<file path="src/rtl/mem_access_stage_pkg.sv">
// Shared definitions for the memory-access pipeline stage.
//   state_t          : FSM state encoding (IDLE / ACCESS)
//   SEL_*            : write-back select codes carried on reg_data_sel
//   DEFAULT_TIMEOUT  : default bound on data-memory ack wait
//   WAIT_CNT_W       : width of the ack wait counter
package mem_access_stage_pkg;

    typedef enum logic {
        ST_IDLE   = 1'b0,
        ST_ACCESS = 1'b1
    } state_t;

    localparam logic [1:0] SEL_ALU = 2'b00;
    localparam logic [1:0] SEL_MEM = 2'b01;
    localparam logic [1:0] SEL_PC  = 2'b10;
    localparam logic [1:0] SEL_SLT = 2'b11;

    localparam int DEFAULT_TIMEOUT = 255;
    localparam int WAIT_CNT_W      = 8;

endpackage

</file>
<file path="src/rtl/Register.sv">
// Generic synchronous register used for pipeline boundaries.
//   clk, rst  : rising-edge clock, synchronous active-high clear
//   load_en   : capture d when high
//   d / q     : word_len-bit data in / out
module Register #(
    parameter int word_len = 32
) (
    input  logic                clk,
    input  logic                rst,
    input  logic                load_en,
    input  logic [word_len-1:0] d,
    output logic [word_len-1:0] q
);

    always_ff @(posedge clk) begin
        if (rst)          q <= '0;
        else if (load_en) q <= d;
    end

endmodule

</file>
<file path="src/rtl/wb_select.sv">
// Write-back value multiplexer.
//   sel        : SEL_ALU / SEL_MEM / SEL_PC / SEL_SLT
//   alu_res, mem_rdata, next_pc : 32-bit candidates
//   less_than  : slt result bit, zero-extended for SEL_SLT
//   wb_data    : selected 32-bit write-back value
module wb_select
    import mem_access_stage_pkg::*;
(
    input  logic [1:0]  sel,
    input  logic [31:0] alu_res,
    input  logic [31:0] mem_rdata,
    input  logic [31:0] next_pc,
    input  logic        less_than,
    output logic [31:0] wb_data
);

    always_comb begin
        wb_data = alu_res;
        case (sel)
            SEL_ALU: wb_data = alu_res;
            SEL_MEM: wb_data = mem_rdata;
            SEL_PC:  wb_data = next_pc;
            SEL_SLT: wb_data = {31'b0, less_than};
            default: wb_data = alu_res;
        endcase
    end

endmodule

</file>
<file path="src/rtl/mem_access_stage.sv">
// MEM pipeline stage: issues data-memory requests, stalls the front of the
// pipeline while waiting for ack, and drives the MEM/WB register.
//   clk, rst                      : clock, synchronous active-high reset
//   next_pc_in, alu_res_in, mem_write_data_in, reg_dest_in, less_than_in,
//   mem_write_en_in, mem_read_en_in, reg_write_en_in, reg_data_sel_in
//                                 : EX/MEM register fields
//   dmem_req/we/addr/wdata        : data-memory request
//   dmem_ack/rdata                : data-memory response
//   stall                         : freezes PC .. EX/MEM
//   wb_data_out/dest_out/write_en_out : registered MEM/WB outputs
//   misalign_err, timeout_err     : sticky error flags
module mem_access_stage
    import mem_access_stage_pkg::*;
#(
    parameter int TIMEOUT_CYCLES = DEFAULT_TIMEOUT
) (
    input  logic        clk,
    input  logic        rst,
    input  logic [31:0] next_pc_in,
    input  logic [31:0] alu_res_in,
    input  logic [31:0] mem_write_data_in,
    input  logic [4:0]  reg_dest_in,
    input  logic        less_than_in,
    input  logic        mem_write_en_in,
    input  logic        mem_read_en_in,
    input  logic        reg_write_en_in,
    input  logic [1:0]  reg_data_sel_in,
    output logic        dmem_req,
    output logic        dmem_we,
    output logic [31:0] dmem_addr,
    output logic [31:0] dmem_wdata,
    input  logic        dmem_ack,
    input  logic [31:0] dmem_rdata,
    output logic        stall,
    output logic [31:0] wb_data_out,
    output logic [4:0]  wb_dest_out,
    output logic        wb_write_en_out,
    output logic        misalign_err,
    output logic        timeout_err
);

    localparam logic [WAIT_CNT_W-1:0] WAIT_LAST = WAIT_CNT_W'(TIMEOUT_CYCLES - 1);

    state_t                state, state_nx;
    logic [WAIT_CNT_W-1:0] wait_cnt;

    // Snapshot of the op taken when entering ACCESS
    logic [31:0] hold_addr, hold_wdata, hold_next_pc;
    logic [4:0]  hold_dest;
    logic [1:0]  hold_sel;
    logic        hold_we, hold_rwe, hold_lt;

    logic mem_op, misaligned, timeout_hit;
    logic stall_c, bubble, use_hold, latch, cnt_clr, cnt_inc, set_mis, set_to;

    logic [31:0] sel_val, wb_data_d;
    logic [4:0]  wb_dest_d;
    logic        wb_en_d;

    assign mem_op      = mem_read_en_in | mem_write_en_in;
    assign misaligned  = |alu_res_in[1:0];
    assign timeout_hit = (state == ST_ACCESS) && !dmem_ack && (wait_cnt == WAIT_LAST);

    always_ff @(posedge clk) begin
        if (rst) state <= ST_IDLE;
        else     state <= state_nx;
    end

    always_comb begin
        state_nx = state;
        stall_c  = 1'b0;
        bubble   = 1'b1;
        use_hold = 1'b0;
        latch    = 1'b0;
        cnt_clr  = 1'b0;
        cnt_inc  = 1'b0;
        set_mis  = 1'b0;
        set_to   = 1'b0;
        case (state)
            ST_IDLE: begin
                if (!mem_op) begin
                    bubble = 1'b0;
                end else if (misaligned) begin
                    set_mis = 1'b1;
                end else begin
                    stall_c  = 1'b1;
                    latch    = 1'b1;
                    cnt_clr  = 1'b1;
                    state_nx = ST_ACCESS;
                end
            end
            ST_ACCESS: begin
                use_hold = 1'b1;
                if (dmem_ack) begin
                    bubble   = 1'b0;
                    state_nx = ST_IDLE;
                end else if (timeout_hit) begin
                    set_to   = 1'b1;
                    state_nx = ST_IDLE;
                end else begin
                    stall_c = 1'b1;
                    cnt_inc = 1'b1;
                end
            end
            default: state_nx = ST_IDLE;
        endcase
    end

    assign stall = stall_c & ~rst;

    always_ff @(posedge clk) begin
        if (rst) begin
            wait_cnt     <= '0;
            hold_addr    <= '0;
            hold_wdata   <= '0;
            hold_next_pc <= '0;
            hold_dest    <= '0;
            hold_sel     <= '0;
            hold_we      <= 1'b0;
            hold_rwe     <= 1'b0;
            hold_lt      <= 1'b0;
            misalign_err <= 1'b0;
            timeout_err  <= 1'b0;
        end else begin
            if (cnt_clr)      wait_cnt <= '0;
            else if (cnt_inc) wait_cnt <= wait_cnt + 1'b1;
            if (latch) begin
                hold_addr    <= alu_res_in;
                hold_wdata   <= mem_write_data_in;
                hold_next_pc <= next_pc_in;
                hold_dest    <= reg_dest_in;
                hold_sel     <= reg_data_sel_in;
                hold_we      <= mem_write_en_in;   // write wins when both enables set
                hold_rwe     <= reg_write_en_in;
                hold_lt      <= less_than_in;
            end
            if (set_mis) misalign_err <= 1'b1;
            if (set_to)  timeout_err  <= 1'b1;
        end
    end

    assign dmem_req   = (state == ST_ACCESS);
    assign dmem_we    = dmem_req & hold_we;
    assign dmem_addr  = dmem_req ? hold_addr  : '0;
    assign dmem_wdata = dmem_req ? hold_wdata : '0;

    wb_select u_wb_select (
        .sel       (use_hold ? hold_sel     : reg_data_sel_in),
        .alu_res   (use_hold ? hold_addr    : alu_res_in),
        .mem_rdata (dmem_rdata),
        .next_pc   (use_hold ? hold_next_pc : next_pc_in),
        .less_than (use_hold ? hold_lt      : less_than_in),
        .wb_data   (sel_val)
    );

    // A bubble keeps data/dest and only drops the write enable; stores never write back.
    assign wb_data_d = bubble ? wb_data_out : sel_val;
    assign wb_dest_d = bubble ? wb_dest_out : (use_hold ? hold_dest : reg_dest_in);
    assign wb_en_d   = bubble ? 1'b0 : (use_hold ? (hold_rwe & ~hold_we) : reg_write_en_in);

    Register #(.word_len(32)) u_wb_data (
        .clk(clk), .rst(rst), .load_en(1'b1), .d(wb_data_d), .q(wb_data_out)
    );
    Register #(.word_len(5)) u_wb_dest (
        .clk(clk), .rst(rst), .load_en(1'b1), .d(wb_dest_d), .q(wb_dest_out)
    );
    Register #(.word_len(1)) u_wb_en (
        .clk(clk), .rst(rst), .load_en(1'b1), .d(wb_en_d), .q(wb_write_en_out)
    );

endmodule

</file>
<file path="config.mk">
export PLATFORM = sky130hd
export DESIGN_NAME = mem_access_stage
export DESIGN_NICKNAME = d
export VERILOG_FILES = /design/src/rtl/mem_access_stage_pkg.sv /design/src/rtl/Register.sv /design/src/rtl/wb_select.sv /design/src/rtl/mem_access_stage.sv
export SDC_FILE = /design/constraint.sdc
export NUM_CORES = 1
export LEC_CHECK = 0
export BUFFER_PORTS_ARGS = -buffer_cell sky130_fd_sc_hd__buf_2
export CORE_ASPECT_RATIO = 1.5
export CORE_MARGIN = 2
export CORE_UTILIZATION = 53
export CTS_BUF_LIST = sky130_fd_sc_hd__clkbuf_8
export DETAILED_ROUTE_END_ITERATION = 8
export PLACE_DENSITY_LB_ADDON = 0.1
export SYNTH_ARGS = -nofsm -noshare
export SYNTH_HDL_FRONTEND = slang
export SYNTH_HIERARCHICAL = 1
export SYNTH_SLANG_ARGS = --single-unit
export TNS_END_PERCENT = 10
</file>
<file path="constraint.sdc">
create_clock -name clk -period 2.5 [get_ports clk]
set_input_delay 0.125 -clock clk [delete_from_list [all_inputs] [get_ports clk]]
set_output_delay 0.125 -clock clk [all_outputs]
set_load 0.03 [all_outputs]
</file>
==> metrics.txt, run 1 <==
# TYPE chip_impl_metric gauge
chip_impl_info{name="outcome",value="finished clean"} 1
chip_impl_metric{name="holdWs",unit="ns"} 0.134
chip_impl_metric{name="route.layer.met1.wl",unit="mm"} 9.35
chip_impl_metric{name="via_count_of_the_first_global_routing_pass",unit=""} 7191
chip_impl_info{name="highest_signal_layer",value="met4"} 1
chip_impl_metric{name="yosys.cell_types.count",unit=""} 38
chip_impl_info{name="clock_tree_from_tritoncts",value="built"} 1
chip_impl_metric{name="maxSlewHeadroom",unit="%"} 48.0
chip_impl_metric{name="worstMarginPinSlew",unit="ns"} 0.778
chip_impl_metric{name="vias",unit=""} 7418
chip_impl_metric{name="core-area",unit="um^2"} 15000
chip_impl_metric{name="synthArstFlopShare",unit="%"} 0
chip_impl_metric{name="dr_iter_0_viols",unit=""} 383
chip_impl_metric{name="final_net_count",unit=""} 1373
chip_impl_info{name="hp-start",value="rst"} 1
chip_impl_metric{name="ctsHtreeMaxLevel",unit=""} 4
chip_impl_metric{name="maxClockFrequency",unit="MHz"} 460
chip_impl_info{name="synth_top_area_cell",value="dfxtp_1"} 1
chip_impl_metric{name="worst_path_largest_cell_delay",unit="ns"} 0.47
chip_impl_metric{name="overflow",unit=""} 0
chip_impl_metric{name="io-pin-count",unit=""} 249
chip_impl_info{name="yosys-top-cells-count",value="216 x nand2_1, 155 x dfxtp_1, 110 x a21oi_1"} 1
chip_impl_info{name="crit_chain",value="buf_12, mux2_2, mux4_2, mux2_2, mux2i_1, nor2_1"} 1
chip_impl_metric{name="layout_min_cycle_time",unit="ns"} 2.17
chip_impl_info{name="end_kind",value="flop"} 1
chip_impl_metric{name="routed_via_density",unit=""} 5.15
chip_impl_metric{name="die-height",unit="um"} 155
chip_impl_metric{name="synth.cell_area",unit="um^2"} 8050
chip_impl_metric{name="layout_cells_sized_above_1",unit="%"} 31.9
chip_impl_info{name="timing.rr.end",value="u_wb_data/q[0]"} 1
chip_impl_metric{name="hold_fails_final_rpt",unit=""} 0
chip_impl_metric{name="drv_slew",unit=""} 0
chip_impl_metric{name="finalSetupViolCount",unit=""} 0
chip_impl_metric{name="detail_route.drc_violations",unit=""} 0
chip_impl_metric{name="max_vdd_drop",unit="mV"} 0.382
chip_impl_info{name="reg2reg_from",value="dmem_req"} 1
chip_impl_info{name="post_synth_main_area_contributors",value="dfxtp_1 39%, mux2_2 14%, nand2_1 10%"} 1
chip_impl_metric{name="min_delay_path_depth",unit=""} 2
chip_impl_metric{name="synth_sequential_area_ratio",unit="%"} 38.5
chip_impl_metric{name="aggregate_negative_setup_slack",unit="ns"} 0
chip_impl_metric{name="antenna_found_initial",unit=""} 0
chip_impl_info{name="worst_path_most_repeated_cell",value="mux2_2"} 1
chip_impl_metric{name="cap_viol_max_count",unit=""} 0
chip_impl_metric{name="floorplan.initialDensity",unit="%"} 53.7
chip_impl_info{name="min-delay-path-class",value="in -> reg"} 1
chip_impl_info{name="setup_repair_after_global_routing_missed_its_margin",value="false"} 1
chip_impl_metric{name="worst-endpoint-arrival",unit="ns"} 2.48
chip_impl_info{name="cpLargestDelayFamily",value="multiplexers"} 1
chip_impl_metric{name="p_leak",unit="uW"} 0.00472
chip_impl_metric{name="synth_top_area_share",unit="%"} 38.5
chip_impl_metric{name="largest_net_degree_at_the_start_of_global_routing",unit=""} 106
chip_impl_metric{name="detailedPlacementHpwl",unit="mm"} 14.1
chip_impl_info{name="crit_path_top_delay_cell",value="mux4_2"} 1
chip_impl_metric{name="diodes",unit=""} 0
chip_impl_metric{name="drtPass1Iterations",unit=""} 5
chip_impl_metric{name="cts-root-to-sink-buffers",unit=""} 2
chip_impl_info{name="critical_path.startpoint_type",value="flop"} 1
chip_impl_metric{name="floorplan.rows",unit=""} 55
chip_impl_metric{name="post_cts_buffers",unit=""} 0
chip_impl_metric{name="dieWidth",unit="um"} 105
chip_impl_metric{name="grt_first_pass_wirelength",unit="mm"} 35.1
chip_impl_metric{name="met2_length",unit="mm"} 10.8
chip_impl_metric{name="wire_per_inst",unit="um"} 15.3
chip_impl_metric{name="gpl.final_weighted_congestion",unit=""} 0.815
chip_impl_metric{name="cp.required",unit="ns"} 2.81
chip_impl_metric{name="routed_wl",unit="mm"} 22.0
chip_impl_metric{name="count_of_port_buffers_added_during_placement",unit=""} 248
chip_impl_info{name="clock_tree.root_cell",value="clkbuf_8"} 1
chip_impl_metric{name="worst_skew_pair.late_latency",unit="ns"} 0.44
chip_impl_metric{name="clk_pin_slew",unit="ns"} 0.08
chip_impl_metric{name="area_growth_syn_to_layout",unit="%"} 32.2
chip_impl_metric{name="regToRegSetupSlack",unit="ns"} 0.33
chip_impl_info{name="timing.setup.critical_path_class",value="reg -> reg"} 1
chip_impl_info{name="post-synth-top-count-cell",value="nand2_1"} 1
chip_impl_metric{name="die_area",unit="um^2"} 16200
chip_impl_metric{name="synth-edff-count",unit=""} 0
chip_impl_metric{name="cts_buffers",unit=""} 17
chip_impl_metric{name="power.density_cell_area",unit="nW/um^2"} 529
chip_impl_info{name="worstHoldEndpoint",value="misalign_err"} 1
chip_impl_metric{name="post_route_fraction_of_the_period_consumed_by_the_critical_path",unit="%"} 86.9
chip_impl_metric{name="detail-route-antenna-nets",unit=""} 0
chip_impl_metric{name="synth_cells",unit=""} 920
chip_impl_metric{name="reg2regPathDepth",unit=""} 6
chip_impl_metric{name="clock-skew-final",unit="ns"} 0.0139
chip_impl_info{name="synth_ff_type",value="dfxtp_1"} 1
chip_impl_metric{name="post_synth.cell_area_avg",unit="um^2"} 8.75
chip_impl_metric{name="clock_sinks",unit=""} 155
chip_impl_metric{name="postSynthRegisterBits",unit=""} 155
chip_impl_metric{name="ys_warn_count",unit=""} 6
chip_impl_metric{name="timing.critical_path.buf_inv",unit=""} 1
chip_impl_metric{name="grt_resource_usage_total",unit="%"} 26.6
chip_impl_metric{name="route.met3.wl",unit="mm"} 1.17
chip_impl_metric{name="crit_fanout",unit=""} 88
==> per-stage QoR <==
step                      setup WS (ns)  util [%]  area (um^2)  instances  total power, uW
after CTS                         0.311      71.0        10600       1441             5690
after floorplan                 0.00654         -         8060        922             3370
after global routing              0.204      71.0        10600       1441             5890
final                             0.327      71.0        10600       1441             5630
after detailed placement          0.351      61.3         9200       1305             3630
after global placement            0.371      61.3         9200       1305             3610
==> worst max path at each step <==
stage,end,cells past startpoint,slack [ns],startpoint
2_1_floorplan,u_wb_data/q[0],9,0.007,dmem_req
3_3_place_gp,u_wb_data/q[0],6,0.37,dmem_req
3_5_place_dp,u_wb_data/q[0],6,0.35,dmem_req
4_1_cts,u_wb_data/q[0],6,0.31,dmem_req
5_1_grt,u_wb_data/q[31],7,0.20,dmem_req
6_report,u_wb_data/q[0],6,0.33,dmem_req
==> routing by layer <==
metal | vias up | GRT usage (%)
met1 | 3430 | 32.5
met3 | 38 | 5.78
met4 | 0 | 10.3
met2 | 240 | 45.6
met5 | - | 0
li1 | 3710 | -
==> area by class of cell <==
class                           instances  area [um^2]
Tap cell                              199          249
Clock inverter                         13          143
Multi-Input combinational cell        687         4420
Sequential cell                       155         3110
Timing Repair Buffer                  363         2440
Fill cell                            1269         4360
Clock buffer                           19          262
Inverter                                5         18.8
==> cell usage in the layout, fill, tap and decap left out, types with 2 or more instances in the layout <==
| cell type | synthesis | routed |
|---|---|---|
| ha_1 | 2 | 2 |
| xor2_1 | 2 | 2 |
| nor3_1 | 2 | 2 |
| inv_1 | 5 | 7 |
| a21oi_1 | 110 | 110 |
| nor2_1 | 50 | 50 |
| bufinv_16 | 0 | 2 |
| nand2_1 | 216 | 215 |
| mux2_2 | 99 | 99 |
| clkbuf_8 | 0 | 19 |
| conb_1 | 1 | 3 |
| nand3_1 | 2 | 2 |
| buf_2 | 23 | 247 |
| buf_12 | 6 | 6 |
| o21ai_0 | 7 | 7 |
| inv_6 | 0 | 2 |
| mux2i_1 | 75 | 75 |
| and2_1 | 66 | 66 |
| buf_4 | 10 | 6 |
| dlygate4sd3_1 | 0 | 104 |
| xnor2_1 | 2 | 2 |
| nand2b_1 | 4 | 3 |
| dfxtp_1 | 155 | 154 |
| clkinvlp_4 | 0 | 5 |
| o2bb2ai_1 | 31 | 31 |
| nand3b_1 | 2 | 2 |
==> report_power, final <==
| part | total [uW] | switching [uW] | internal [uW] |
|---|---|---|---|
| clock network | 1920 | 971 | 947 |
| logic | 1080 | 556 | 527 |
| registers | 2630 | 57.2 | 2570 |
| total | 5630 | 1580 | 4040 |
==> logic make-up after synthesis <==
kind of cell	after synthesis	synth area share, %
and+or+nand+nor	350	19.2
muxes	175	23.4
DFF	155	38.5
AOI/OAI and AO/OA	153	11.3
buffers and inverters	80	6.74
xor gates and xnor gates	4	0.435
adders and majority gates	2	0.311
other	1	0.0466
==> state kept, by name (all words and copies together), names as in the netlist <==
name / flops
hold_rwe: 1
hold_we: 1
u_wb_data/q: 32
u_wb_dest/q: 5
hold_wdata: 32
hold_sel: 2
hold_addr: 32
u_wb_en/q: 1
hold_lt: 1
timeout_err: 1
hold_next_pc: 32
misalign_err: 1
hold_dest: 5
dmem_req: 1
wait_cnt: 8
==> repair_timing <==
item / in CTS / in global routing
hold endpoints to repair: 104 / 0
hold buffers: 104 / 0
gates resized for setup: 0 / 0
==> worst reg2reg max path: cells and delay by family, from the launching register on <==
family | cells | cell delay [ns]
buffers and inverters | 1 | 0.33
DFF | 1 | 0.39
muxes | 4 | 1.28
and+or+nand+nor | 1 | 0.05
Note: power is estimated with default switching activity, not from simulation.
==> inputs of run 2 (changes only) <==
- CAP_MARGIN: unset -> 15
- CORE_ASPECT_RATIO: 1.5 -> 1.75
- CORE_UTILIZATION: 53 -> 35
==> metrics.txt, run 2 (synthesis results as in run 1) <==
# TYPE chip_impl_metric gauge
chip_impl_info{name="outcome",value="finished clean"} 1
chip_impl_metric{name="core-area",unit="um^2"} 22700
chip_impl_info{name="final_common_cell",value="buf_2"} 1
chip_impl_metric{name="detail_route.drc_violations",unit=""} 0
chip_impl_info{name="cpLargestDelayFamily",value="buffers and inverters"} 1
chip_impl_metric{name="cts_buffers",unit=""} 17
chip_impl_metric{name="die_area",unit="um^2"} 24300
chip_impl_metric{name="via_count_of_the_first_global_routing_pass",unit=""} 7257
chip_impl_metric{name="worst_setup_slack_post_dpl",unit="ns"} 0.292
chip_impl_metric{name="hold_fails_final_rpt",unit=""} 0
chip_impl_metric{name="maxClockFrequency",unit="MHz"} 449
chip_impl_metric{name="cap_viol_max_count",unit=""} 0
chip_impl_info{name="clock_tree_from_tritoncts",value="built"} 1
chip_impl_metric{name="cp.required",unit="ns"} 2.38
chip_impl_info{name="critical_path.startpoint_type",value="flop"} 1
chip_impl_metric{name="detail-route-antenna-nets",unit=""} 0
chip_impl_metric{name="grt_first_pass_wirelength",unit="mm"} 38.2
chip_impl_metric{name="worstMarginPinSlew",unit="ns"} 0.824
chip_impl_metric{name="floorplan.rows",unit=""} 73
chip_impl_info{name="commonest_cells_after_routing_fill_and_taps_aside",value="247 x buf_2, 215 x nand2_1, 154 x dfxtp_1"} 1
chip_impl_metric{name="gpl.final_weighted_congestion",unit=""} 0.787
chip_impl_metric{name="clock_sinks",unit=""} 155
chip_impl_metric{name="floorplan.initialDensity",unit="%"} 35.6
chip_impl_metric{name="vias",unit=""} 7312
chip_impl_metric{name="aggregate_negative_setup_slack",unit="ns"} 0
chip_impl_metric{name="antenna_found_initial",unit=""} 0
chip_impl_metric{name="post-route-worst-setup-slack",unit="ns"} 0.272
chip_impl_metric{name="drtPass1Iterations",unit=""} 4
chip_impl_metric{name="overflow",unit=""} 0
chip_impl_metric{name="clock-skew-final",unit="ns"} 0.0124
chip_impl_metric{name="routed_wl",unit="mm"} 24.4
chip_impl_info{name="timing.setup.critical_path_class",value="reg -> out"} 1
chip_impl_metric{name="clk_pin_slew",unit="ns"} 0.08
chip_impl_metric{name="layout_min_cycle_time",unit="ns"} 2.23
chip_impl_metric{name="cts-root-to-sink-buffers",unit=""} 2
chip_impl_metric{name="power.density_cell_area",unit="nW/um^2"} 537
chip_impl_metric{name="die-height",unit="um"} 205
chip_impl_metric{name="ctsHtreeMaxLevel",unit=""} 4
chip_impl_metric{name="area_growth_syn_to_layout",unit="%"} 34.5
chip_impl_info{name="min-delay-path-class",value="in -> reg"} 1
chip_impl_info{name="clock_tree.root_cell",value="clkbuf_8"} 1
chip_impl_metric{name="holdWs",unit="ns"} 0.0986
chip_impl_metric{name="timing.critical_path.buf_inv",unit=""} 2
chip_impl_metric{name="worst_path_largest_cell_delay",unit="ns"} 0.40
chip_impl_metric{name="p_leak",unit="uW"} 0.00477
chip_impl_metric{name="layout_cells_sized_above_1",unit="%"} 31.9
chip_impl_info{name="crit_chain",value="buf_12, o21bai_4, nand2b_4, a21oi_1, buf_2"} 1
chip_impl_metric{name="worst-endpoint-arrival",unit="ns"} 2.10
chip_impl_metric{name="grt_resource_usage_total",unit="%"} 19.8
chip_impl_info{name="crit_path_top_delay_cell",value="dfxtp_4"} 1
chip_impl_info{name="setup_repair_after_global_routing_missed_its_margin",value="false"} 1
chip_impl_metric{name="crit_fanout",unit=""} 78
chip_impl_metric{name="dieWidth",unit="um"} 119
chip_impl_info{name="end_kind",value="output port"} 1
chip_impl_metric{name="wire_per_inst",unit="um"} 15.8
chip_impl_metric{name="routed_via_density",unit=""} 4.74
chip_impl_metric{name="max_vdd_drop",unit="mV"} 0.351
chip_impl_metric{name="largest_net_degree_at_the_start_of_global_routing",unit=""} 94
chip_impl_metric{name="io-pin-count",unit=""} 249
chip_impl_metric{name="maxSlewHeadroom",unit="%"} 44.9
chip_impl_metric{name="cts_repair_resize_count",unit=""} 0
chip_impl_metric{name="diodes",unit=""} 0
chip_impl_metric{name="postLayoutCoreUtil",unit="%"} 47.8
chip_impl_metric{name="count_of_port_buffers_added_during_placement",unit=""} 248
chip_impl_metric{name="dr_iter_0_viols",unit=""} 355
chip_impl_metric{name="drv_slew",unit=""} 0
chip_impl_metric{name="finalSetupViolCount",unit=""} 0
chip_impl_metric{name="detailedPlacementHpwl",unit="mm"} 16.2
chip_impl_metric{name="post_route_fraction_of_the_period_consumed_by_the_critical_path",unit="%"} 89.1
chip_impl_metric{name="final_net_count",unit=""} 1374
chip_impl_metric{name="worst_skew_pair.late_latency",unit="ns"} 0.46
==> run 2: cell types whose count changed in the layout (fill, tap and decap cells not counted) <==
cell	delta
clkinv_4	-1
bufinv_16	+1
buf_12	+2
clkbuf_8	+4
inv_8	-1
inv_6	-2
clkinvlp_4	-4
clkinv_2	+2
buf_4	-1
==> run 2: layer usage <==
metal	global-route usage (%)	vias to the layer above	routed length (um)
met5	0	-	0
met4	7.70	0	653
met3	4.18	31	1110
met2	33.8	204	12000
met1	24.2	3363	10600
li1	-	3714	-
==> run 2: layout make-up <==
| class | count | area [um^2] |
|---|---|---|
| Fill cell | 2352 | 11800 |
| Multi-Input combinational cell | 687 | 4420 |
| Sequential cell | 155 | 3110 |
| Timing Repair Buffer | 364 | 2470 |
| Tap cell | 300 | 375 |
| Clock buffer | 23 | 317 |
| Clock inverter | 8 | 115 |
| Inverter | 5 | 18.8 |
==> run 2: worst paths after layout <==
kind	startpoint	to	slack, ns	cells after the start
setup reg to reg	dmem_req	u_wb_data/q[21]	0.30	7
hold reg to reg	hold_addr[0]	hold_addr[0]	0.44	2
setup / recovery	dmem_req	stall	0.27	5
hold / removal	mem_read_en_in	misalign_err	0.1	5
==> run 2: where the power goes <==
part / internal (uW) / leakage, uW / switching (uW)
clock: 1130 / 0.000226 / 954
combinational: 534 / 0.00328 / 565
sequential: 2570 / 0.00126 / 58.3
total: 4240 / 0.00477 / 1580
==> run 2: tightest hold or removal path: stages <==
cell and delay (ns):
buf_2 0.10, o21bai_4 0.08, nor2_1 0.11, nor2_1 0.04, nor2_1 0.07
==> run 2: metrics by stage <==
stage,power [uW],cells,instance area (um^2)
after global placement,3650,1407,9360
final,5820,1542,10800
after CTS,5900,1542,10800
after detailed placement,3660,1407,9360
after floorplan,3370,922,8060
after global routing,6110,1542,10800
==> run 2: what timing repair did <==
item | 4_1_cts | 5_1_grt
endpoints found under the setup margin | 0 | 0
endpoints found under the hold margin | 104 | 0
setup buffers | 0 | 0
hold buffers | 104 | 0
==> inputs of run 3 (changes only) <==
- clock period: 2.5 -> 2.6 ns (I/O delays scaled with it)
==> metrics.txt, run 3 (synthesis results as in run 1) <==
# TYPE chip_impl_metric gauge
chip_impl_info{name="outcome",value="finished clean"} 1
chip_impl_metric{name="cap_viol_max_count",unit=""} 0
chip_impl_metric{name="maxSlewHeadroom",unit="%"} 59.3
chip_impl_metric{name="count_of_port_buffers_added_during_placement",unit=""} 248
chip_impl_metric{name="post_cts_buffers",unit=""} 0
chip_impl_info{name="end_kind",value="output port"} 1
chip_impl_info{name="commonest_cells_after_routing_fill_and_taps_aside",value="247 x buf_2, 215 x nand2_1, 154 x dfxtp_1"} 1
chip_impl_metric{name="crit_fanout",unit=""} 45
chip_impl_metric{name="drtPass1Iterations",unit=""} 5
chip_impl_metric{name="dr_iter_0_viols",unit=""} 394
chip_impl_metric{name="grt_resource_usage_total",unit="%"} 20.0
chip_impl_metric{name="drv_slew",unit=""} 0
chip_impl_metric{name="post_route_fraction_of_the_period_consumed_by_the_critical_path",unit="%"} 86.0
chip_impl_metric{name="grt_first_pass_wirelength",unit="mm"} 38.7
chip_impl_info{name="timing.rr.end",value="u_wb_data/q[11]"} 1
chip_impl_metric{name="worstMarginPinSlew",unit="ns"} 0.611
chip_impl_metric{name="detailedPlacementHpwl",unit="mm"} 16.5
chip_impl_metric{name="core-area",unit="um^2"} 22700
chip_impl_info{name="clock_tree_from_tritoncts",value="built"} 1
chip_impl_metric{name="floorplan.rows",unit=""} 73
chip_impl_metric{name="worst_path_largest_cell_delay",unit="ns"} 0.43
chip_impl_metric{name="routed_via_density",unit=""} 4.79
chip_impl_metric{name="clk_pin_slew",unit="ns"} 0.08
chip_impl_info{name="crit_path_top_delay_cell",value="buf_4"} 1
chip_impl_metric{name="ctsHtreeMaxLevel",unit=""} 4
chip_impl_metric{name="post_cts_hold_buffer_count",unit=""} 104
chip_impl_metric{name="io-pin-count",unit=""} 249
chip_impl_info{name="reg2reg_from",value="dmem_req"} 1
chip_impl_metric{name="dieWidth",unit="um"} 119
chip_impl_metric{name="aggregate_negative_setup_slack",unit="ns"} 0
chip_impl_info{name="setup_repair_after_global_routing_missed_its_margin",value="false"} 1
chip_impl_metric{name="clock_sinks",unit=""} 155
chip_impl_metric{name="max_vdd_drop",unit="mV"} 0.451
chip_impl_metric{name="area_growth_syn_to_layout",unit="%"} 34.5
chip_impl_metric{name="wire_per_inst",unit="um"} 15.8
chip_impl_metric{name="maxClockFrequency",unit="MHz"} 447
chip_impl_metric{name="detail-route-antenna-nets",unit=""} 0
chip_impl_metric{name="routed_wl",unit="mm"} 24.4
chip_impl_metric{name="power.density_cell_area",unit="nW/um^2"} 514
chip_impl_metric{name="layout_min_cycle_time",unit="ns"} 2.23
chip_impl_metric{name="hold_fails_final_rpt",unit=""} 0
chip_impl_info{name="final_common_cell",value="buf_2"} 1
chip_impl_metric{name="floorplan.initialDensity",unit="%"} 35.6
chip_impl_info{name="min-delay-path-class",value="in -> reg"} 1
chip_impl_metric{name="worst_skew_pair.late_latency",unit="ns"} 0.46
chip_impl_info{name="crit_chain",value="buf_4, buf_4, and2_1, buf_2"} 1
chip_impl_metric{name="worst-endpoint-arrival",unit="ns"} 2.10
chip_impl_metric{name="cts-root-to-sink-buffers",unit=""} 2
chip_impl_metric{name="die_area",unit="um^2"} 24300
chip_impl_info{name="cpLargestDelayFamily",value="buffers and inverters"} 1
chip_impl_metric{name="die-height",unit="um"} 205
chip_impl_info{name="worst_path_most_repeated_cell",value="buf_4"} 1
chip_impl_metric{name="antenna_found_initial",unit=""} 1
chip_impl_metric{name="layout_cells_sized_above_1",unit="%"} 32.2
chip_impl_metric{name="via_count_of_the_first_global_routing_pass",unit=""} 7312
chip_impl_metric{name="cts_repair_resize_count",unit=""} 0
chip_impl_metric{name="worstSetupPathDepth",unit=""} 4
chip_impl_metric{name="finalSetupViolCount",unit=""} 0
chip_impl_info{name="worstSetupStartpoint",value="dmem_req"} 1
chip_impl_metric{name="cts_buffers",unit=""} 17
chip_impl_metric{name="clock-skew-final",unit="ns"} 0.0111
chip_impl_metric{name="overflow",unit=""} 0
chip_impl_info{name="critical_path.endpoint",value="dmem_wdata[29]"} 1
chip_impl_metric{name="vias",unit=""} 7420
chip_impl_metric{name="postLayoutCoreUtil",unit="%"} 47.8
chip_impl_metric{name="p_leak",unit="uW"} 0.00477
chip_impl_metric{name="reg2regPathDepth",unit=""} 8
chip_impl_metric{name="detail_route.drc_violations",unit=""} 0
chip_impl_info{name="critical_path.startpoint_type",value="flop"} 1
chip_impl_metric{name="largest_net_degree_at_the_start_of_global_routing",unit=""} 98
chip_impl_info{name="clock_tree.root_cell",value="clkbuf_8"} 1
chip_impl_metric{name="final_net_count",unit=""} 1378
chip_impl_info{name="timing.setup.critical_path_class",value="reg -> out"} 1
chip_impl_metric{name="gpl.final_weighted_congestion",unit=""} 0.778
chip_impl_metric{name="cp.required",unit="ns"} 2.47
chip_impl_metric{name="timing.critical_path.buf_inv",unit=""} 3
chip_impl_metric{name="regToRegSetupSlack",unit="ns"} 0.43
-- run 3: through the flow --
step,hold slack [ns],power (uW),cell area [um^2],setup WS (ns),instances
5_1_grt,0.104,5860,10800,0.187,1548
6_report,0.105,5570,10800,0.365,1548
3_3_place_gp,0.375,3510,9360,0.466,1411
2_1_floorplan,0.202,3240,8060,0.107,922
3_5_place_dp,0.377,3520,9360,0.426,1411
4_1_cts,0.0697,5650,10800,0.305,1547
-- run 3: how the worst min path moves through the flow --
| stage | from | to | slack, ns | cells after the start |
|---|---|---|---|---|
| after floorplan | rst | u_wb_data/q[29] | 0.20 | 1 |
| after global placement | mem_write_data_in[0] | hold_wdata[0] | 0.37 | 3 |
| after detailed placement | mem_write_data_in[4] | hold_wdata[4] | 0.38 | 3 |
| after CTS | mem_read_en_in | misalign_err | 0.07 | 5 |
| after global routing | mem_read_en_in | misalign_err | 0.10 | 5 |
| final | mem_read_en_in | misalign_err | 0.10 | 5 |
-- run 3: area by class of cell --
class	instances	area, um^2
Inverter	5	18.8
Multi-Input combinational cell	687	4420
Clock buffer	18	248
Tap cell	300	375
Antenna cell	1	2.50
Sequential cell	155	3110
Clock inverter	14	178
Fill cell	2347	11800
Timing Repair Buffer	368	2480
-- run 3: layer usage --
metal	part of all wire, %	up-vias	global-route usage, %
met1	43	3461	23.8
li1	-	3726	-
met3	4.8	33	4.37
met4	2.9	0	8.08
met2	50	200	34.7
met5	0	-	0
-- run 3: report_power, final --
group	switching [uW]	leakage (uW)	internal, uW
clock	925	0.000221	1060
combinational	542	0.00329	515
sequential	56.0	0.00126	2470
total	1520	0.00477	4040
-- run 3: worst min-delay path, stage by stage --
cell and delay (ns):
buf_2 0.11, o21bai_4 0.08, nor2_1 0.11, nor2_1 0.04, nor2_1 0.06
